`src/rtl/add_sub_pkg.sv`:
```
// Shared types and helpers for the chunked add/subtract unit.
package add_sub_pkg;

    // Widest operand the saturation helpers can describe.
    localparam int unsigned SAT_W = 128;

    typedef enum logic [1:0] {
        IDLE = 2'd0,
        CALC = 2'd1,
        DONE = 2'd2
    } state_e;

    localparam logic OP_ADD = 1'b0;
    localparam logic OP_SUB = 1'b1;

    // Largest positive two's-complement value of the given width, zero-extended.
    function automatic logic [SAT_W-1:0] sat_max(input int unsigned width);
        return (SAT_W'(1) << (width - 1)) - SAT_W'(1);
    endfunction

    // Most negative two's-complement value of the given width, zero-extended.
    function automatic logic [SAT_W-1:0] sat_min(input int unsigned width);
        return SAT_W'(1) << (width - 1);
    endfunction

endpackage

```
`src/rtl/adder_chunk.sv`:
```
// Combinational CHUNK_WIDTH-bit adder slice with carry in/out.
module adder_chunk #(
    parameter int unsigned CHUNK_WIDTH = 8
) (
    input  logic [CHUNK_WIDTH-1:0] a,
    input  logic [CHUNK_WIDTH-1:0] b,
    input  logic                   cin,
    output logic [CHUNK_WIDTH-1:0] sum,
    output logic                   cout
);

    // Plain ripple add; the extra top bit becomes the carry out.
    always_comb begin
        {cout, sum} = {1'b0, a} + {1'b0, b} + {{CHUNK_WIDTH{1'b0}}, cin};
    end

endmodule

```
`src/rtl/chunked_add_sub_unit.sv`:
```
// Multi-cycle add/subtract: one CHUNK_WIDTH slice per cycle, carry kept in a
// register, flags and optional signed saturation computed on the last slice.
module chunked_add_sub_unit
    import add_sub_pkg::*;
#(
    parameter int unsigned BUS_WIDTH   = 32,
    parameter int unsigned CHUNK_WIDTH = 8,
    parameter bit          SATURATE_EN = 1'b1
) (
    input  logic                 i_clk,
    input  logic                 i_rst,
    input  logic                 i_valid,
    output logic                 o_ready,
    input  logic [BUS_WIDTH-1:0] i_operand1,
    input  logic [BUS_WIDTH-1:0] i_operand2,
    input  logic                 i_sub,
    input  logic                 i_saturate,
    output logic                 o_valid,
    input  logic                 i_ready,
    output logic [BUS_WIDTH-1:0] o_result,
    output logic                 o_carry_flag,
    output logic                 o_overflow_flag,
    output logic                 o_zero_flag,
    output logic                 o_negative_flag
);

    localparam int unsigned NCHUNK = BUS_WIDTH / CHUNK_WIDTH;
    localparam int unsigned IDX_W  = (NCHUNK > 1) ? $clog2(NCHUNK) : 1;
    localparam logic [BUS_WIDTH-1:0] SAT_MAX = BUS_WIDTH'(sat_max(BUS_WIDTH));
    localparam logic [BUS_WIDTH-1:0] SAT_MIN = BUS_WIDTH'(sat_min(BUS_WIDTH));

    if (BUS_WIDTH % CHUNK_WIDTH != 0) begin : g_bad_chunk
        $error("CHUNK_WIDTH (%0d) must divide BUS_WIDTH (%0d)", CHUNK_WIDTH, BUS_WIDTH);
    end

    state_e                               state_q, state_d;
    logic [NCHUNK-1:0][CHUNK_WIDTH-1:0]   a_q, a_d;
    logic [NCHUNK-1:0][CHUNK_WIDTH-1:0]   b_q, b_d;
    logic [NCHUNK-1:0][CHUNK_WIDTH-1:0]   sum_q, sum_d;
    logic                                 carry_q, carry_d;
    logic                                 sat_q, sat_d;
    logic [IDX_W-1:0]                     idx_q, idx_d;
    logic [BUS_WIDTH-1:0]                 result_q, result_d;
    logic                                 c_flag_q, c_flag_d;
    logic                                 v_flag_q, v_flag_d;
    logic                                 z_flag_q, z_flag_d;
    logic                                 n_flag_q, n_flag_d;
    logic                                 ready_q, ready_d;
    logic                                 valid_q, valid_d;

    logic [CHUNK_WIDTH-1:0]               chunk_a, chunk_b, chunk_sum;
    logic                                 chunk_cout;
    logic [BUS_WIDTH-1:0]                 raw_word, final_word;
    logic                                 a_msb, b_msb, overflow, sat_hit;

    adder_chunk #(.CHUNK_WIDTH(CHUNK_WIDTH)) u_adder (
        .a    (chunk_a),
        .b    (chunk_b),
        .cin  (carry_q),
        .sum  (chunk_sum),
        .cout (chunk_cout)
    );

    // Next-state, datapath and flag computation.
    always_comb begin
        state_d  = state_q;
        a_d      = a_q;
        b_d      = b_q;
        sum_d    = sum_q;
        carry_d  = carry_q;
        sat_d    = sat_q;
        idx_d    = idx_q;
        result_d = result_q;
        c_flag_d = c_flag_q;
        v_flag_d = v_flag_q;
        z_flag_d = z_flag_q;
        n_flag_d = n_flag_q;
        ready_d  = ready_q;
        valid_d  = valid_q;

        chunk_a = a_q[idx_q];
        chunk_b = b_q[idx_q];

        // Word as it will look once the current slice is written back.
        sum_d[idx_q] = (state_q == CALC) ? chunk_sum : sum_q[idx_q];
        raw_word     = sum_d;

        a_msb      = a_q[NCHUNK-1][CHUNK_WIDTH-1];
        b_msb      = b_q[NCHUNK-1][CHUNK_WIDTH-1];
        overflow   = (a_msb == b_msb) && (raw_word[BUS_WIDTH-1] != a_msb);
        sat_hit    = SATURATE_EN && sat_q && overflow;
        final_word = sat_hit ? (a_msb ? SAT_MIN : SAT_MAX) : raw_word;

        unique case (state_q)
            IDLE: begin
                if (i_valid) begin
                    a_d     = i_operand1;
                    b_d     = i_operand2 ^ {BUS_WIDTH{i_sub}};
                    carry_d = i_sub;
                    sat_d   = i_saturate && SATURATE_EN;
                    idx_d   = '0;
                    ready_d = 1'b0;
                    state_d = CALC;
                end
            end
            CALC: begin
                carry_d = chunk_cout;
                idx_d   = idx_q + 1'b1;
                if (idx_q == IDX_W'(NCHUNK - 1)) begin
                    result_d = final_word;
                    c_flag_d = chunk_cout;
                    v_flag_d = overflow;
                    z_flag_d = (final_word == '0);
                    n_flag_d = final_word[BUS_WIDTH-1];
                    valid_d  = 1'b1;
                    state_d  = DONE;
                end
            end
            DONE: begin
                if (i_ready) begin
                    valid_d = 1'b0;
                    ready_d = 1'b1;
                    state_d = IDLE;
                end
            end
            default: begin
                valid_d = 1'b0;
                ready_d = 1'b1;
                state_d = IDLE;
            end
        endcase
    end

    // State and output registers; reset discards any in-flight operation.
    always_ff @(posedge i_clk or posedge i_rst) begin
        if (i_rst) begin
            state_q  <= IDLE;
            a_q      <= '0;
            b_q      <= '0;
            sum_q    <= '0;
            carry_q  <= 1'b0;
            sat_q    <= 1'b0;
            idx_q    <= '0;
            result_q <= '0;
            c_flag_q <= 1'b0;
            v_flag_q <= 1'b0;
            z_flag_q <= 1'b0;
            n_flag_q <= 1'b0;
            ready_q  <= 1'b1;
            valid_q  <= 1'b0;
        end else begin
            state_q  <= state_d;
            a_q      <= a_d;
            b_q      <= b_d;
            sum_q    <= sum_d;
            carry_q  <= carry_d;
            sat_q    <= sat_d;
            idx_q    <= idx_d;
            result_q <= result_d;
            c_flag_q <= c_flag_d;
            v_flag_q <= v_flag_d;
            z_flag_q <= z_flag_d;
            n_flag_q <= n_flag_d;
            ready_q  <= ready_d;
            valid_q  <= valid_d;
        end
    end

    assign o_ready         = ready_q;
    assign o_valid         = valid_q;
    assign o_result        = result_q;
    assign o_carry_flag    = c_flag_q;
    assign o_overflow_flag = v_flag_q;
    assign o_zero_flag     = z_flag_q;
    assign o_negative_flag = n_flag_q;

endmodule

```
`config.mk`:
```
export PLATFORM = sky130hd
export DESIGN_NAME = chunked_add_sub_unit
export DESIGN_NICKNAME = d
export VERILOG_FILES = /design/src/rtl/add_sub_pkg.sv /design/src/rtl/adder_chunk.sv /design/src/rtl/chunked_add_sub_unit.sv
export SDC_FILE = /design/constraint.sdc
export NUM_CORES = 1
export LEC_CHECK = 0
export CORE_UTILIZATION = 25
export DETAILED_ROUTE_END_ITERATION = 16
export PLACE_DENSITY_LB_ADDON = 0.15
export SLEW_MARGIN = 10
export SYNTH_ARGS = -nofsm -noshare
export SYNTH_HDL_FRONTEND = slang
export SYNTH_SLANG_ARGS = --single-unit
```
`constraint.sdc`:
```
create_clock -name i_clk -period 5.12 [get_ports i_clk]
set_clock_uncertainty 0.1 [all_clocks]
set_input_delay 0.512 -clock i_clk [delete_from_list [all_inputs] [get_ports i_clk]]
set_output_delay 0.512 -clock i_clk [all_outputs]
set_load 0.01 [all_outputs]
```
==> summary.log, run 1 <==
qor: timing.max_fclk 0.217 GHz
qor: timing.post-route-worst-setup-slack 0.501 ns
qor: timing.timing.final.crit_period 4.62 ns
qor: routing.avgRoutedWirePerCell 17.2 um
qor: global_routing.grt_start_max_net_pins 110
qor: layout.design_area 8870 um2
qor: global_routing.grt-ovfl-total 0
qor: synth.synth-warning-count 0
qor: clock_tree.worst_skew_pair.late_latency 0.42 ns
qor: synth.post_synth_num_cell_types 53
qor: layout.layout-drive-gt1-share 15.6%
qor: synth.synth_ff_type dfrtp_1
qor: timing.hold_viol 0
qor: clock_tree.tritoncts_num_sinks 139
qor: synth.post_synth_instance_area 6860 um2
qor: clock_tree.cts_repair_resize_count 0
qor: routing.firstDrtPassIters 5
qor: placed_design.place_congestion 0.820
qor: placed_design.port-buffer-count 107
qor: die.die_h 168 um
qor: synth.synthCells 637
qor: routing.wirelength 18,600 um
qor: synth.async_reset_ff_share 100%
qor: die.floorplan.io_pins 108
qor: clock_tree.htreeDepth 4
qor: routing.post_drt_via_cell_ratio 4.64
qor: layout.layout.nets 814
qor: clock_tree.cts_hold_buffers 0
qor: routing.drt.antenna.violating_nets 0
qor: critical_path.timing.setup.critical_path_class flop to flop
qor: timing.rsz_0062_raised_after_global_routing false
qor: clock_tree.tritoncts yes
qor: power.power-per-cell-area 794 nW/um2
qor: power.power.total 7.04 mW
qor: synth.ys_ff_latch 139
qor: layout.layout.cells.most_common dfrtp_1
qor: critical_path.cp_max_fo 17
qor: critical_path.regToRegSetupSlack 0.50 ns
qor: global_routing.antenna_found_initial 0
qor: die.initial_utilization 25.5%
qor: timing.final_min_period_over_clock_period 90.2%
qor: die.core_region_area 27,000 um2
qor: outcome.outcome finished clean
qor: critical_path.worst_r2r_path_depth 12
qor: die.die_x 168 um
qor: global_routing.grt_pass1_wl 30,100 um
qor: critical_path.cp.required 5.34 ns
qor: timing.max-slew-margin-rel 28.7%
qor: routing.detail_route.drc_violations 0
qor: timing.timing.setup.tns 0 ns
qor: critical_path.worst_ep_arrival_time 4.84 ns
qor: clock_tree.tritoncts_buffers 17
qor: critical_path.timing.rr.end o_zero_flag
qor: critical_path.endpoint_of_the_worst_setup_timing_path o_zero_flag
qor: global_routing.first_global_vias 5,273
qor: synth.synth_enable_flop_cells 0
qor: layout.area_delta_synth_final 29.3%
qor: clock_tree.clockBufferDepth 2
qor: timing.slew_violations 0
qor: critical_path.startpoint_type flop
qor: synth.seq_total_area_yosys 50.7%
qor: clock_tree.setup_repair_bufs_after_cts 0
qor: timing.finalSetupViolCount 0
qor: flow_run.drv_cap 0
qor: power.power.static_leakage 3.53 nW
qor: routing.dr_total_vias 5,036
qor: hold_path.hp-class flop to flop
qor: clock_tree.root_buffer clkbuf_16
qor: placed_design.hpwl 13,400 um
qor: critical_path.r2r_start idx_q[0]
qor: synth.postSynthNetCount 720
qor: synth.syn-mean-instance-area 10.8 um2
qor: power.power.ir.vdd_worst 345 uV
qor: global_routing.grt.total_usage 14.0%
qor: die.dieArea 28,100 um2
qor: routing.detail_route.iter0.violations 261
qor: timing.timing_worst_slew_pin_value 1.07 ns
qor: critical_path.cp-end-kind flop
qor: placed_design.placement.setup.worst_slack 0.472 ns
qor: die.row_count 60
qor: clock_tree.clk_pin_slew 0.06 ns
qor: layout.mostFrequentLayoutCells dfrtp_1, nor2_1, clkdlybuf4s50_1, a21oi_1, mux2_2
qor: placed_design.detailed_place.area 8260 um2
qor: critical_path.worstSetupStartpoint idx_q[0]
## registers in the layout, summed over array words and instances, names as in the netlist
name	flops
o_result	32
a_msb	1
sum_q	32
o_carry_flag	1
a_q	31
state_q	2
carry_q	1
o_valid	1
b_msb	1
o_ready	1
sat_q	1
o_zero_flag	1
idx_q	2
o_overflow_flag	1
b_q	31
## layout make-up
class | count | area (um2)
Clock inverter | 13 | 158
Tap cell | 341 | 427
Multi-Input combinational cell | 440 | 3150
Antenna cell | 1 | 2.50
Fill cell | 2717 | 18100
Inverter | 16 | 65.1
Timing Repair Buffer | 117 | 1140
Sequential cell | 139 | 3480
Clock buffer | 19 | 443
## cell usage after synthesis (2+ instances only)
cell type / number / area, um2
and2_1: 2 / 12.5
and3_1: 7 / 43.8
a21oi_1: 90 / 450
or4_1: 3 / 22.5
buf_2: 6 / 30.0
xnor2_1: 33 / 289
inv_1: 16 / 60.1
or3_1: 3 / 18.8
mux2_2: 35 / 394
nor2_1: 124 / 465
mux4_2: 21 / 473
a21o_1: 3 / 22.5
mux2i_1: 8 / 80.1
o22a_1: 7 / 61.3
nor3_1: 7 / 35.0
o31ai_1: 3 / 22.5
nand2_1: 19 / 71.3
dfrtp_1: 138 / 3450
nand3_1: 12 / 60.1
clkbuf_1: 26 / 97.6
o21bai_1: 2 / 15.0
ha_1: 11 / 138
nand2b_1: 5 / 31.3
fa_1: 2 / 40.0
nor2b_1: 3 / 18.8
mux4_1: 3 / 78.8
or2_2: 3 / 18.8
nand4_1: 4 / 25.0
a31oi_1: 2 / 12.5
buf_1: 8 / 30.0
o21ai_0: 9 / 45.0
## layer usage
metal	up-vias	share of wire (%)	global-route usage [%]
met5	-	0	0
met3	15	3.7	3.10
met2	123	46	22.2
li1	2420	-	-
met4	0	1.5	4.23
met1	2478	48	19.0
## critical path, stage by stage, from the launching register on
cell and delay [ns]:
dfrtp_2 0.73, mux4_2 0.60, fa_1 0.45, inv_1 0.09, fa_1 0.20, nand2b_1 0.15
a211oi_2 0.10, o22ai_2 0.31, mux2i_1 0.26, nand3_1 0.14, or4_1 0.54, or4_1 0.56
o41ai_2 0.28
## worst min-delay path by stage
stage | startpoint | to | slack (ns) | cells past startpoint
floorplan | a_q[16] | a_q[16] | 0.38 | 1
global placement | o_overflow_flag | o_overflow_flag | 0.37 | 2
detailed placement | o_zero_flag | o_zero_flag | 0.38 | 2
CTS | o_overflow_flag | o_overflow_flag | 0.39 | 2
global route | o_overflow_flag | o_overflow_flag | 0.42 | 2
finish | o_zero_flag | o_zero_flag | 0.39 | 2
## where the power goes
part / switching [mW] / internal (mW)
Combinational: 2.05 / 1.67
Clock: 0.522 / 0.745
Sequential: 0.393 / 1.66
Total: 2.97 / 4.07
## stage by stage
| step | hold slack (ns) | util (%) | std cells |
|---|---|---|---|
| floorplan | 0.375 | - | 637 |
| global placement | 0.369 | 30.7 | 1053 |
| detailed placement | 0.380 | 30.7 | 1053 |
| CTS | 0.394 | 32.9 | 1085 |
| global route | 0.420 | 32.9 | 1085 |
| finish | 0.387 | 32.9 | 1086 |
## cell families (layout without fill, tap and decap cells)
family | Yosys count | count (layout) | share of synthesized area [%]
muxes | 68 | 68 | 15.2
DFF | 139 | 139 | 50.7
and+or+nand+nor | 197 | 197 | 12.6
AOI/OAI and AO/OA | 129 | 129 | 11.2
adders and majority gates | 13 | 13 | 2.59
other | 0 | 1 | 0
buffers and inverters | 58 | 165 | 3.45
xor gates and xnor gates | 33 | 33 | 4.21
Note: power is estimated with default switching activity, not from simulation.
==> run 2: changes to the inputs <==
--- a/config.mk
+++ b/config.mk
@@ -5,9 +5,11 @@
 export SDC_FILE = /design/constraint.sdc
 export NUM_CORES = 1
 export LEC_CHECK = 0
+export CORE_MARGIN = 3
 export CORE_UTILIZATION = 25
 export DETAILED_ROUTE_END_ITERATION = 16
 export PLACE_DENSITY_LB_ADDON = 0.15
+export SKIP_LAST_GASP = 1
 export SLEW_MARGIN = 10
 export SYNTH_ARGS = -nofsm -noshare
 export SYNTH_HDL_FRONTEND = slang
==> constraint.sdc (replaced) <==
create_clock -name i_clk -period 5.12 [get_ports i_clk]
set_clock_uncertainty 0.1 [all_clocks]
set_input_delay 0.512 -clock i_clk [delete_from_list [all_inputs] [get_ports i_clk]]
set_output_delay 0.512 -clock i_clk [all_outputs]
set_load 0.02 [all_outputs]
==> run 2 against run 1 <==
Against the previous run:
- via count up 0.30%
- largest cell class unchanged
- design area up 0.25%
- global-route usage down 0.31 points
- critical path depth unchanged
- count of clock-buffer cells in the layout down 2
- die area up 4.8%
- core utilization up 0.084 points
==> summary.log, run 2 (synthesized netlist as in run 1, its figures left out) <==
qor: power.power.share.combinational 53.6% [+0.8 points]
qor: critical_path.regToRegSetupSlack 0.65 ns [+0.15 ns]
qor: timing.max_fclk 0.224 GHz [+3.3%]
qor: routing.avgRoutedWirePerCell 17.8 um [+3.8%]
qor: layout.area_delta_synth_final 29.6%
qor: critical_path.slowest_delay 0.60 ns [-0.13 ns]
qor: power.power-per-cell-area 814 nW/um2 [+2.5%]
qor: critical_path.worst_r2r_path_depth 12 [unchanged]
qor: layout.mostFrequentLayoutCells dfrtp_1, nor2_1, clkdlybuf4s50_1, a21oi_1, mux2_2
qor: global_routing.grt-ovfl-total 0 [unchanged]
qor: power.p_seq_share 28.5% [-0.7 points]
qor: power.switching_share 43.1% [+0.93 points]
qor: timing.rsz_0062_raised_after_global_routing false
qor: critical_path.worstSetupStartpoint idx_q[0]
qor: clock_tree.clockBufferDepth 2 [unchanged]
qor: timing.hold_viol 0 [unchanged]
qor: placed_design.port-buffer-count 107 [unchanged]
qor: die.die_x 172 um [+2.4%]
qor: routing.post_drt_via_cell_ratio 4.65 [+0.30%]
qor: timing.slew_violations 0 [unchanged]
qor: power.clock_power_share 18.0% [about the same]
qor: clock_tree.root_buffer clkbuf_16
qor: hold_path.hold_start o_overflow_flag
qor: critical_path.worst_ep_arrival_time 4.69 ns [-0.15 ns]
qor: critical_path.critical_path.slowest_cell dfrtp_2
qor: global_routing.antenna_found_initial 1 [+1]
qor: clock_tree.htreeDepth 4 [unchanged]
qor: clock_tree.tritoncts yes
qor: hold_path.hp-class flop to flop
qor: hold_path.holdPathEnd o_overflow_flag
qor: timing.finalSetupViolCount 0 [unchanged]
qor: hold_path.hold_path_depth 2 [unchanged]
qor: routing.drt.antenna.violating_nets 0 [unchanged]
qor: global_routing.grt_start_max_net_pins 102 [-7.3%]
qor: critical_path.startpoint_type flop
qor: timing.timing.final.crit_period 4.47 ns [-0.148 ns]
qor: routing.detail_route.drc_violations 0 [unchanged]
qor: layout.diodes 0 [-1]
qor: timing.max-slew-margin-rel 29.3% [+0.65 points]
qor: layout.layout.nets 816 [+0.25%]
qor: global_routing.first_global_vias 5,341 [+1.3%]
qor: die.core_region_area 27,000 um2 [unchanged]
qor: power.p_switching 3.12 mW [+5.0%]
qor: clock_tree.setup_repair_bufs_after_cts 0 [unchanged]
qor: layout.layout.cells.most_common dfrtp_1
qor: outcome.outcome finished clean
qor: placed_design.place_congestion 0.846 [+3.2%]
qor: clock_tree.worst_skew_pair.late_latency 0.42 ns [about the same]
qor: routing.dr_total_vias 5,051 [+0.30%]
qor: power.power.static_leakage 3.55 nW [+0.56%]
qor: global_routing.grt_pass1_wl 31,000 um [+3.1%]
qor: critical_path.r2r_start idx_q[0]
qor: placed_design.hpwl 14,100 um [+5.6%]
qor: timing.timing_worst_slew_pin_value 1.06 ns [-0.00969 ns]
qor: clock_tree.clk_pin_slew 0.06 ns [about the same]
qor: die.floorplan.io_pins 108 [unchanged]
qor: die.row_count 60 [unchanged]
qor: clock_tree.tritoncts_num_sinks 139 [unchanged]
qor: global_routing.grt.total_usage 13.7% [-0.31 points]
qor: layout.layout-drive-gt1-share 15.8% [+0.25 points]
qor: critical_path.crit_path_cell_trace mux4_2 -> fa_1 -> inv_1 -> fa_1 -> nand2b_1 -> a211oi_2 -> o22ai_2 -> mux2i_1 -> nand3_1 -> or4_1 -> or4_1 -> o41ai_2
qor: routing.wirelength 19,400 um [+3.8%]
qor: routing.detail_route.iter0.violations 304 [+16%]
qor: power.power_report.internal_total 4.12 mW [+1.1%]
qor: clock_tree.cts_repair_resize_count 0 [unchanged]
qor: die.initial_utilization 25.5% [unchanged]
qor: routing.firstDrtPassIters 5 [unchanged]
qor: timing.timing.setup.tns 0 ns [unchanged]
qor: critical_path.cp_max_fo 12 [-5]
qor: critical_path.timing.setup.critical_path_class flop to flop
qor: critical_path.timing.rr.end o_zero_flag
qor: power.power.ir.vdd_worst 312 uV [-9.6%]
qor: timing.final_min_period_over_clock_period 87.3% [-2.9 points]
qor: critical_path.cp.required 5.34 ns [about the same]
qor: die.dieArea 29,500 um2 [+4.8%]
qor: flow_run.drv_cap 0 [unchanged]
qor: die.die_h 172 um [+2.4%]
qor: power.power.total 7.24 mW [+2.8%]
qor: clock_tree.cts_hold_buffers 0 [unchanged]
qor: layout.num-fill-cells 2,745 [+1.0%]
qor: critical_path.cp-end-kind flop
qor: clock_tree.tritoncts_buffers 17 [unchanged]
run 2: power groups by stage:
stage	clock [mW]	combinational (mW)	sequential, mW
2_1_floorplan	0	2.61	2.07
3_3_place_gp	0	3.81	2.08
3_5_place_dp	0	3.90	2.08
4_1_cts	1.34	3.91	2.07
5_1_grt	1.39	4.28	2.14
6_report	1.30	3.88	2.06
run 2: worst max-delay path by stage:
stage          cells past startpoint  slack, ns     endpoint
5_1_grt                           12       0.31  o_zero_flag
3_5_place_dp                      12       0.63  o_zero_flag
6_report                          12       0.65  o_zero_flag
4_1_cts                           12       0.61  o_zero_flag
3_3_place_gp                      12       0.76  o_zero_flag
2_1_floorplan                     13       0.48  o_zero_flag
run 2: critical path: cells and delay by family (launching register included):
kind                       cells  cell delay, ns
buffers and inverters          1            0.09
muxes                          2            0.84
and+or+nand+nor                4            1.40
DFF                            1            0.60
AOI/OAI and AO/OA              3            0.70
adders and majority gates      2            0.65
run 2: area by class of cell:
class / instances / area, um2 / share of cell area, %
Tap cell: 341 / 427 / 4.80
Clock buffer: 17 / 425 / 4.79
Multi-Input combinational cell: 440 / 3150 / 35.4
Inverter: 16 / 65.1 / 0.732
Clock inverter: 14 / 185 / 2.08
Timing Repair Buffer: 119 / 1160 / 13.0
Sequential cell: 139 / 3480 / 39.2
run 2: stage by stage:
step / std cells / utilization, % / instance area, um2 / hold slack [ns] / setup WS, ns
6_report: 1086 / 33.0 / 8890 / 0.390 / 0.650
3_5_place_dp: 1055 / 30.7 / 8280 / 0.377 / 0.628
4_1_cts: 1086 / 33.0 / 8890 / 0.390 / 0.610
2_1_floorplan: 637 / - / 6860 / 0.375 / 0.484
3_3_place_gp: 1055 / 30.7 / 8280 / 0.367 / 0.756
5_1_grt: 1086 / 33.0 / 8890 / 0.420 / 0.308
run 2: routing by layer:
layer  GRT usage (%)  share of wire [%]  up-vias
met5               0                  0        -
met4            3.88                1.6        0
met3            3.03                4.5       19
met2            22.0                 46      136
met1            18.7                 48     2481
li1                -                  -     2415
==> run 3: changes to the inputs <==
--- a/config.mk
+++ b/config.mk
@@ -5,7 +5,7 @@
 export SDC_FILE = /design/constraint.sdc
 export NUM_CORES = 1
 export LEC_CHECK = 0
-export CORE_MARGIN = 3
+export CORE_MARGIN = 4
 export CORE_UTILIZATION = 25
 export DETAILED_ROUTE_END_ITERATION = 16
 export PLACE_DENSITY_LB_ADDON = 0.15
==> run 3 against run 2 <==
Against the previous run:
- sequential power is essentially flat
- count of clock-buffer cells in the layout grew 1
- core utilization shrank 0.065 points
- worst setup slack gained 0.012 ns
- maximum frequency grew 0.26%
- die area grew 2.3%
- non-clock buffer count is the same
- total power shrank 1.3%
- sequential cell count is the same
- hold slack gained 0.0045 ns
- design area shrank 0.20%
- first-iteration DRC count grew 9.2%
- critical path type unchanged
- critical endpoint unchanged
- largest power group unchanged
- highest routed layer unchanged
==> summary.log, run 3 (synthesized netlist as in run 1, its figures left out) <==
qor: outcome.outcome finished clean
qor: placed_design.hpwl 14,200 um [+0.67%]
qor: global_routing.grt-ovfl-total 0 [unchanged]
qor: timing.timing.setup.tns 0 ns [unchanged]
qor: clock_tree.htreeDepth 4 [unchanged]
qor: layout.num-fill-cells 2,736 [-0.33%]
qor: die.row_count 60 [unchanged]
qor: clock_tree.clockBufferDepth 2 [unchanged]
qor: die.core_region_area 27,000 um2 [unchanged]
qor: clock_tree.cts_repair_resize_count 0 [unchanged]
qor: critical_path.worst_r2r_path_depth 12 [unchanged]
qor: clock_tree.clk_pin_slew 0.07 ns [about the same]
qor: hold_path.hold_start o_overflow_flag
qor: routing.avgRoutedWirePerCell 17.8 um [about the same]
qor: layout.mostFrequentLayoutCells dfrtp_1, nor2_1, clkdlybuf4s50_1, a21oi_1, mux2_2
qor: placed_design.placed_cells_incl_taps 1,055 [unchanged]
qor: global_routing.grt_pass1_wl 31,600 um [+1.9%]
qor: routing.post_drt_via_cell_ratio 4.61 [-0.92%]
qor: clock_tree.tritoncts_num_sinks 139 [unchanged]
qor: die.dieArea 30,200 um2 [+2.3%]
qor: die.die_h 174 um [+1.2%]
qor: die.floorplan.io_pins 108 [unchanged]
qor: power.power.static_leakage 3.54 nW [-0.32%]
qor: power.power-per-cell-area 805 nW/um2 [-1.1%]
qor: routing.wirelength 19,400 um [about the same]
qor: global_routing.first_global_vias 5,404 [+1.2%]
qor: clock_tree.setup_repair_bufs_after_cts 0 [unchanged]
qor: placed_design.detailed_place.area 8290 um2 [+0.15%]
qor: timing.slew_violations 0 [unchanged]
qor: timing.hold_viol 0 [unchanged]
qor: layout.fin_cells 1,087 [+0.092%]
qor: clock_tree.root_buffer clkbuf_16
qor: timing.timing.final.crit_period 4.46 ns [-0.0118 ns]
qor: timing.rsz_0062_raised_after_global_routing false
qor: layout.layout-drive-gt1-share 15.8% [-0.021 points]
qor: routing.detail_route.iter0.violations 332 [+9.2%]
qor: routing.detail_route.drc_violations 0 [unchanged]
qor: hold_path.holdPathEnd o_overflow_flag
qor: layout.area_delta_synth_final 29.4%
qor: die.die_x 174 um [+1.2%]
qor: critical_path.worst_ep_arrival_time 4.68 ns [about the same]
qor: critical_path.regToRegSetupSlack 0.66 ns [about the same]
qor: critical_path.cp.required 5.34 ns [about the same]
qor: clock_tree.worst_skew_pair.late_latency 0.42 ns [about the same]
qor: global_routing.grt_start_max_net_pins 105 [+2.9%]
qor: critical_path.cp_max_fo 16 [+4]
qor: timing.max_fclk 0.224 GHz [+0.26%]
qor: layout.area_used_by_multi_input_combinational_logic 3150 um2 [unchanged]
qor: critical_path.timing.rr.end o_zero_flag
qor: routing.drt.antenna.violating_nets 0 [unchanged]
qor: layout.diodes 0 [unchanged]
qor: global_routing.grt.total_usage 13.2% [-0.55 points]
qor: layout.layout.cells.most_common dfrtp_1
qor: timing.finalSetupViolCount 0 [unchanged]
qor: critical_path.timing.setup.critical_path_class flop to flop
qor: critical_path.path_common_cell or4_1
qor: timing.max-slew-margin-rel 36.2% [+6.9 points]
qor: layout.seq_area 3480 um2 [unchanged]
qor: clock_tree.tritoncts yes
qor: critical_path.critical_path.slowest_cell dfrtp_1
qor: layout.layout.nets 816 [unchanged]
qor: critical_path.startpoint_type flop
qor: hold_path.hp-class flop to flop
qor: placed_design.place_congestion 0.811 [-4.1%]
qor: clock_tree.cts_hold_buffers 0 [unchanged]
qor: timing.timing_worst_slew_pin_value 0.957 ns [-0.104 ns]
qor: critical_path.crit_path_cell_trace buf_4 -> mux4_2 -> inv_1 -> fa_1 -> nand2b_1 -> a211oi_2 -> o22ai_2 -> mux2i_1 -> nand3_1 -> or4_1 -> or4_1 -> o41ai_2
qor: routing.firstDrtPassIters 5 [unchanged]
qor: critical_path.r2r_start idx_q[1]
qor: die.initial_utilization 25.5% [unchanged]
qor: critical_path.slowest_delay 0.66 ns [+0.06 ns]
qor: power.power.ir.vdd_worst 361 uV [+16%]
qor: flow_run.drv_cap 0 [unchanged]
qor: clock_tree.tritoncts_buffers 17 [unchanged]
qor: global_routing.antenna_found_initial 1 [unchanged]
qor: routing.dr_total_vias 5,009 [-0.83%]
qor: layout.design_area 8870 um2 [-0.20%]
qor: timing.final_min_period_over_clock_period 87.1% [-0.23 points]
qor: hold_path.hold_path_depth 2 [unchanged]
qor: critical_path.cp-end-kind flop
qor: placed_design.port-buffer-count 107 [unchanged]
-- run 3: changes by cell type in the layout (fill, tap and decap cells not counted), sizes merged --
cell    before  now
inv         23   25
bufinv       3    1
clkbuf      17   18
-- run 3: cell type report --
cell class,count,area share [%]
Multi-Input combinational cell,440,35.5
Clock inverter,14,1.71
Tap cell,341,4.81
Inverter,16,0.733
Timing Repair Buffer,119,13.2
Sequential cell,139,39.2
Clock buffer,18,4.84
-- run 3: worst max-delay path by stage --
stage             start     endpoint  slack [ns]  cells past startpoint
5_1_grt        idx_q[1]  o_zero_flag        0.41                     12
2_1_floorplan  idx_q[0]  o_zero_flag        0.48                     13
4_1_cts        idx_q[1]  o_zero_flag        0.62                     12
3_5_place_dp   idx_q[1]  o_zero_flag        0.64                     12
3_3_place_gp   idx_q[1]  o_zero_flag        0.84                     12
6_report       idx_q[1]  o_zero_flag        0.66                     12
-- run 3: power breakdown --
group / switching [mW] / total (mW) / internal (mW)
Clock: 0.542 / 1.23 / 0.692
Sequential: 0.400 / 2.06 / 1.66
Combinational: 2.16 / 3.84 / 1.68
Total: 3.10 / 7.14 / 4.04
-- run 3: per-layer routing --
| layer | wire, um | GRT usage (%) | part of all wire [%] |
|---|---|---|---|
| met5 | 0 | 0 | 0 |
| met1 | 9320 | 18.6 | 48 |
| met2 | 8950 | 20.9 | 46 |
| met3 | 870 | 2.73 | 4.5 |
| met4 | 223 | 3.20 | 1.2 |
-- run 3: worst max-delay path: cells and delay by family, from the launching register on --
kind	cells	cell delay (ns)
and+or+nand+nor	4	1.43
muxes	2	0.50
buffers and inverters	2	0.43
AOI/OAI and AO/OA	3	0.81
DFF	1	0.66
adders and majority gates	1	0.42
-- run 3: stage by stage --
step	setup WS [ns]	power [mW]	hold WS, ns	util [%]
6_report	0.661	7.14	0.394	32.9
5_1_grt	0.409	7.72	0.408	32.9
4_1_cts	0.619	7.23	0.396	32.9
3_5_place_dp	0.636	5.96	0.381	30.8
3_3_place_gp	0.838	5.92	0.365	30.8
2_1_floorplan	0.484	4.68	0.375	-
==> edit 1 (settings of run 2) <==
Set the parameter `SATURATE_EN` to 1'b0 (it was 1'b1).
--- a/src/rtl/chunked_add_sub_unit.sv
+++ b/src/rtl/chunked_add_sub_unit.sv
@@ -5,7 +5,7 @@
 #(
     parameter int unsigned BUS_WIDTH   = 32,
     parameter int unsigned CHUNK_WIDTH = 8,
-    parameter bit          SATURATE_EN = 1'b1
+    parameter bit          SATURATE_EN = 1'b0
 ) (
     input  logic                 i_clk,
     input  logic                 i_rst,
Function: changed (a bounded check fails within 10 cycles, from zero or initial values and one cycle with i_rst high).
==> edit 1 against run 2 <==
Combinational power rose by 3%; cell area is 3.4% lower; synthesized cell count decreased by 6.9%; total power down 1.8%; synthesized area fell by 3.0%; global-route usage decreased by 0.74 points; die area down 2.9%; sequential cell count down 1; wire length is 8.5% lower; setup slack better by 0.43 ns.
==> edit 1: results (changes against run 2) <==
| Metric | This run | vs run 2 |
| --- | --- | --- |
| Sequential-to-total area share from yosys stat | 0.519 | +0.0121 |
| Async SR Flop Fraction | 1.00 | unchanged |
| Peak VDD IR | 484 uV | +55% |
| Run status | complete, no violations |  |
| Post-Route Hold Slack | 0.370 ns | -0.0194 ns |
| Worst reg2reg setup slack | 1.08 ns | +0.43 ns |
| Vias per Instance | 4.53 | -2.6% |
| Global-route track usage on met1 | 0.180 | -0.00699 |
| Mapped Nets | 676 | -6.1% |
| Critical path arrival | 4.30 ns | -0.39 ns |
| First-iteration detailed-routing DRC count | 214 | -30% |
| Initial antenna violation count | 0 | -1 |
| Int Power | 3.97 mW | -3.6% |
| Number of standard cells after synthesis | 593 | -6.9% |
| Inst Count DP | 1,005 | -4.7% |
| GRT met3 Usage | 0.0322 | +0.00189 |
| Fraction of layout instances using a drive strength above 1 | 0.170 | +0.0111 |
| Number of nets at the end of the flow | 772 | -5.4% |
| Count of synthesis-stage warnings from yosys | 0 | unchanged |
| Synth area leaders | dfrtp_1 52%, mux4_2 8.1%, mux2_2 7.1%, xnor2_1 4.5%, a21oi_1 4.3% |  |
| Cell type of the slowest stage on the worst timing path | dfrtp_1 |  |
| Routed length per instance | 17.1 um | -4.1% |
| Kind of path behind the tightest hold check | flip-flop to flip-flop |  |
| HPWL reported at the end of detailed placement | 12.5 mm | -11% |
| Final weighted congestion in routability-driven placement | 0.765 | -9.5% |
| Slowest Stage Delay on Critical Path | 0.73 ns | +0.13 ns |
| IO Port Bufs | 106 | -0.93% |
| Clock Pin Slew Worst Setup and Hold Paths | 0.06 ns | about the same |
| Clock H-tree levels | 4 | unchanged |
| Number of global-route vias before repair | 5,008 | -6.2% |
| Met2 Resource Use GR | 0.204 | -0.0157 |
| Tightest Pin Transition | 1.06 ns | -0.00216 ns |
| Largest net degree at the start of global routing | 103 | +0.98% |
| Wire length of the first global-routing pass | 28.5 mm | -8.2% |
| DR vias | 4,698 | -7.0% |
| Post-cts repair resize count | 0 | unchanged |
| Overall Global Routing Usage | 0.130 | -0.00742 |
| Crit-path max FO | 16 | +4 |
| Leakage power of the design | 3.50 nW | -1.4% |
| Commonest cells in the netlist | 137 x dfrtp_1, 61 x nor2_1, 57 x a21oi_1 |  |
[edit 1: changes by cell type in the layout (fill, tap and decap cells not counted), moves of 6 or more]
cell / change
nand3_1: -8
a21oi_1: -33
inv_1: +9
mux2i_1: -6
mux2_2: +7
o21ai_0: +19
nor2_1: -62
nand2_1: +37
[edit 1: logic make-up (layout without fill, tap and decap cells)]
kind of cell / count (synthesis) / in the layout / synth area share
AOI/OAI and AO/OA: 120 / 120 / 0.108
xor gates and xnor gates: 35 / 35 / 0.0461
adders and majority gates: 13 / 13 / 0.0267
buffers and inverters: 64 / 173 / 0.0399
DFF: 138 / 138 / 0.519
muxes: 69 / 69 / 0.157
and+or+nand+nor: 154 / 154 / 0.103
[edit 1: layout make-up]
class,count,area (um^2)
Clock buffer,19,453
Clock inverter,13,92.6
Fill cell,2702,17500
Inverter,26,103
Multi-Input combinational cell,391,2940
Sequential cell,138,3460
Tap cell,335,419
Timing Repair Buffer,115,1120
[edit 1: power groups by stage]
stage	sequential (mW)	combinational [mW]	clock (mW)
3_5_place_dp	2.02	3.99	0
6_report	1.98	3.98	1.14
2_1_floorplan	2.01	2.57	0
3_3_place_gp	1.98	3.93	0
5_1_grt	2.07	4.34	1.24
4_1_cts	2.00	4.01	1.18
[edit 1: through the flow]
stage                     setup WS, ns  utilization  total power, mW  cell area, um^2
after floorplan                  0.813            -             4.58             6650
final                             1.08        0.328             7.10             8580
after CTS                        0.970        0.328             7.18             8580
after detailed placement         0.966        0.308             6.00             8040
after global routing             0.707        0.328             7.65             8580
after global placement           0.989        0.308             5.91             8040
[edit 1: worst paths after layout]
path,from,to,depth (start not counted)
max,idx_q[1],o_zero_flag,12
min,o_result[4],o_result[4],2
max reg2reg,idx_q[1],o_zero_flag,12
min reg2reg,o_result[4],o_result[4],2
max in group asynchronous,i_rst,sum_q[19],3
min in group asynchronous,i_rst,a_q[6],2
[edit 1: metal layers]
metal	vias to the layer above	part of all wire
met5	-	0
met4	0	0.0064
met3	6	0.033
met2	105	0.47
met1	2337	0.49
li1	2250	-
[edit 1: worst max-delay path, delay by kind of cell (launching register included)]
kind / cells / cell delay (ns)
AOI/OAI and AO/OA: 3 / 0.91
xor gates and xnor gates: 1 / 0.32
adders and majority gates: 1 / 0.44
buffers and inverters: 2 / 0.47
DFF: 1 / 0.73
muxes: 1 / 0.29
and+or+nand+nor: 4 / 0.72
==> edit 2 (config.mk and constraints of run 2) <==
Made on the original files. Take the reset off `a_q` and load it in a clocked block of its own.
--- a/src/rtl/chunked_add_sub_unit.sv
+++ b/src/rtl/chunked_add_sub_unit.sv
@@ -135,7 +135,6 @@
     always_ff @(posedge i_clk or posedge i_rst) begin
         if (i_rst) begin
             state_q  <= IDLE;
-            a_q      <= '0;
             b_q      <= '0;
             sum_q    <= '0;
             carry_q  <= 1'b0;
@@ -150,7 +149,6 @@
             valid_q  <= 1'b0;
         end else begin
             state_q  <= state_d;
-            a_q      <= a_d;
             b_q      <= b_d;
             sum_q    <= sum_d;
             carry_q  <= carry_d;
@@ -166,6 +164,10 @@
         end
     end
 
+    always_ff @(posedge i_clk) begin
+        a_q <= a_d;
+    end
+
     assign o_ready         = ready_q;
     assign o_valid         = valid_q;
     assign o_result        = result_q;
Behaviour: same outputs for any inputs over 10 cycles, from zero or initial values and one cycle with i_rst high; that may be too few to reach the edited logic, so the function may still have changed.
==> edit 2 against run 2 <==
Setup slack better by 0.29 ns; maximum frequency up 7.0%; critical path depth down 2; first-iteration DRC count up 25%; synthesized area down 3.2%; sequential cell count unchanged; total power down 7.3%; cell area down 3.3%; wire length down 6.9%.
==> edit 2: results (changes against run 2) <==
| Metric | This run | vs run 2 |
| --- | --- | --- |
| Num CTS Buffers | 17 | unchanged |
| FF-to-FF path depth | 10 | -2 |
| WHS Endpoint | o_overflow_flag |  |
| Launch instance of the worst register-to-register path | idx_q[0] |  |
| Clock H-tree levels | 4 | unchanged |
| Async SR Flop Fraction | 0.770 | -0.230 |
| Peak VDD IR | 302 uV | -3.3% |
| Initial antenna violation count | 0 | -1 |
| Number of filler cells placed in the layout | 2,676 | -2.5% |
| GRT met3 Usage | 0.0287 | -0.00161 |
| Wire length reported by the detailed router | 18.0 mm | -6.9% |
| Run status | complete, no violations |  |
| Number of detailed-route iterations in the first pass | 4 | -1 |
| Global-route track usage on met1 | 0.173 | -0.0140 |
| HPWL reported at the end of detailed placement | 12.9 mm | -8.3% |
| Vias per Instance | 4.65 | about the same |
| Number of nets at the end of the flow | 779 | -4.5% |
| Number of synthesized flops with an enable pin | 32 | +32 |
| Post-cts repair resize count | 0 | unchanged |
| First-iteration detailed-routing DRC count | 380 | +25% |
| Yosys cell types | 53 | unchanged |
| Mapped Nets | 684 | -5.0% |
| Cell type of the slowest stage on the worst timing path | dfrtp_2 |  |
| Leakage power of the design | 3.36 nW | -5.5% |
| Commonest cells in the netlist | 106 x dfrtp_1, 101 x nor2_1, 85 x a21oi_1 |  |
| Kind of path behind the tightest hold check | flip-flop to flip-flop |  |
| Final weighted congestion in routability-driven placement | 0.822 | -2.7% |
| Sequential-to-total area share from yosys stat | 0.548 | +0.0412 |
| Slowest Stage Delay on Critical Path | 0.69 ns | +0.09 ns |
| Fraction of layout instances using a drive strength above 1 | 0.109 | -0.0498 |
| Reg2reg end | o_result[17] |  |
| Critical path arrival | 4.43 ns | -0.26 ns |
| Largest net degree at the start of global routing | 102 | unchanged |
| Setup fix buffers added after clock tree synthesis | 0 | unchanged |
| Post-Route Hold Slack | 0.385 ns | -0.00453 ns |
| Number of antenna cells inserted | 0 | unchanged |
| Number of global-route vias before repair | 5,167 | -3.3% |
| Crit-path max FO | 28 | +16 |
| Tightest Pin Transition | 1.10 ns | +0.0350 ns |
| Wire length of the first global-routing pass | 29.1 mm | -6.2% |
| Overall Global Routing Usage | 0.131 | -0.00610 |
| Clock Pin Slew Worst Setup and Hold Paths | 0.07 ns |  |
| Number of cells on the worst hold path | 2 | unchanged |
| Met2 Resource Use GR | 0.212 | -0.00813 |
| Count of synthesis-stage warnings from yosys | 0 | unchanged |
| Worst reg2reg setup slack | 0.94 ns | +0.29 ns |
| Synth area leaders | dfrtp_1 40%, edfxtp_1 14%, mux4_2 6.4%, a21oi_1 6.4%, nor2_1 5.7% |  |
## edit 2: cell count changes in the layout (fill, tap and decap cells not counted), sizes merged, moves of 4 or more
cell / delta
nor2: -23
edfxtp: +32
a21o: +4
a21oi: -5
mux2: -31
nor2b: +4
o22a: -6
nand2: +21
nand3: -5
a31oi: +5
dfrtp: -32
and3: -8
## edit 2: area by class of cell
| cell class | instances | share of cell area |
|---|---|---|
| well taps | 335 | 0.0487 |
| repair buffers | 117 | 0.133 |
| multi-input cells | 405 | 0.323 |
| clock inverters | 14 | 0.0156 |
| clock buffers | 18 | 0.0499 |
| inverters | 16 | 0.00727 |
| flip-flops and latches | 139 | 0.423 |
## edit 2: per-stage QoR
| step | worst slack [ns] | instance area (um^2) | total power, mW | utilization | std cells |
|---|---|---|---|---|---|
| floorplan | 0.926 | 6640 | 4.30 | - | 601 |
| global placement | 0.970 | 8040 | 5.53 | 0.308 | 1012 |
| detailed placement | 0.905 | 8040 | 5.56 | 0.308 | 1012 |
| CTS | 0.888 | 8600 | 6.79 | 0.330 | 1044 |
| global route | 0.615 | 8600 | 7.24 | 0.330 | 1044 |
| finish | 0.942 | 8600 | 6.71 | 0.330 | 1044 |
## edit 2: worst max-delay path by stage
stage / startpoint / endpoint / slack (ns)
after global placement: idx_q[0] / o_result[17] / 0.97
after global routing: idx_q[0] / o_result[30] / 0.61
final: idx_q[0] / o_result[17] / 0.94
after detailed placement: idx_q[0] / o_result[17] / 0.90
after floorplan: idx_q[0] / o_result[17] / 0.93
after CTS: idx_q[0] / o_result[17] / 0.89
## edit 2: kinds of logic (layout without fill, tap and decap cells)
family / count (synthesis) / in the layout / synth area share
AO/OA/AOI/OAI: 136 / 136 / 0.118
XOR/XNOR: 36 / 36 / 0.0475
adder cells (fa/ha/maj): 13 / 13 / 0.0268
buffers and inverters: 57 / 165 / 0.0353
flip-flops: 139 / 139 / 0.548
multiplexers: 36 / 36 / 0.103
AND/OR/NAND/NOR: 184 / 184 / 0.121
## edit 2: worst max-delay path, delay by kind of cell, from the launching register on
kind                     cells  cell delay [ns]
AO/OA/AOI/OAI                3             0.84
flip-flops                   1             0.69
AND/OR/NAND/NOR              4             0.82
adder cells (fa/ha/maj)      1             0.45
multiplexers                 2             1.21
## edit 2: layer usage
| metal | vias up | wire (um) |
|---|---|---|
| met3 | 30 | 695 |
| met2 | 127 | 8550 |
| met5 | - | 0 |
| li1 | 2310 | - |
| met4 | 0 | 384 |
| met1 | 2385 | 8390 |
## edit 2: where the power goes
| part | internal (mW) | leakage, nW | total, mW | switching (mW) |
|---|---|---|---|---|
| Clock | 0.679 | 0.275 | 1.19 | 0.514 |
| Sequential | 1.63 | 1.50 | 1.92 | 0.293 |
| Combinational | 1.47 | 1.58 | 3.59 | 2.12 |
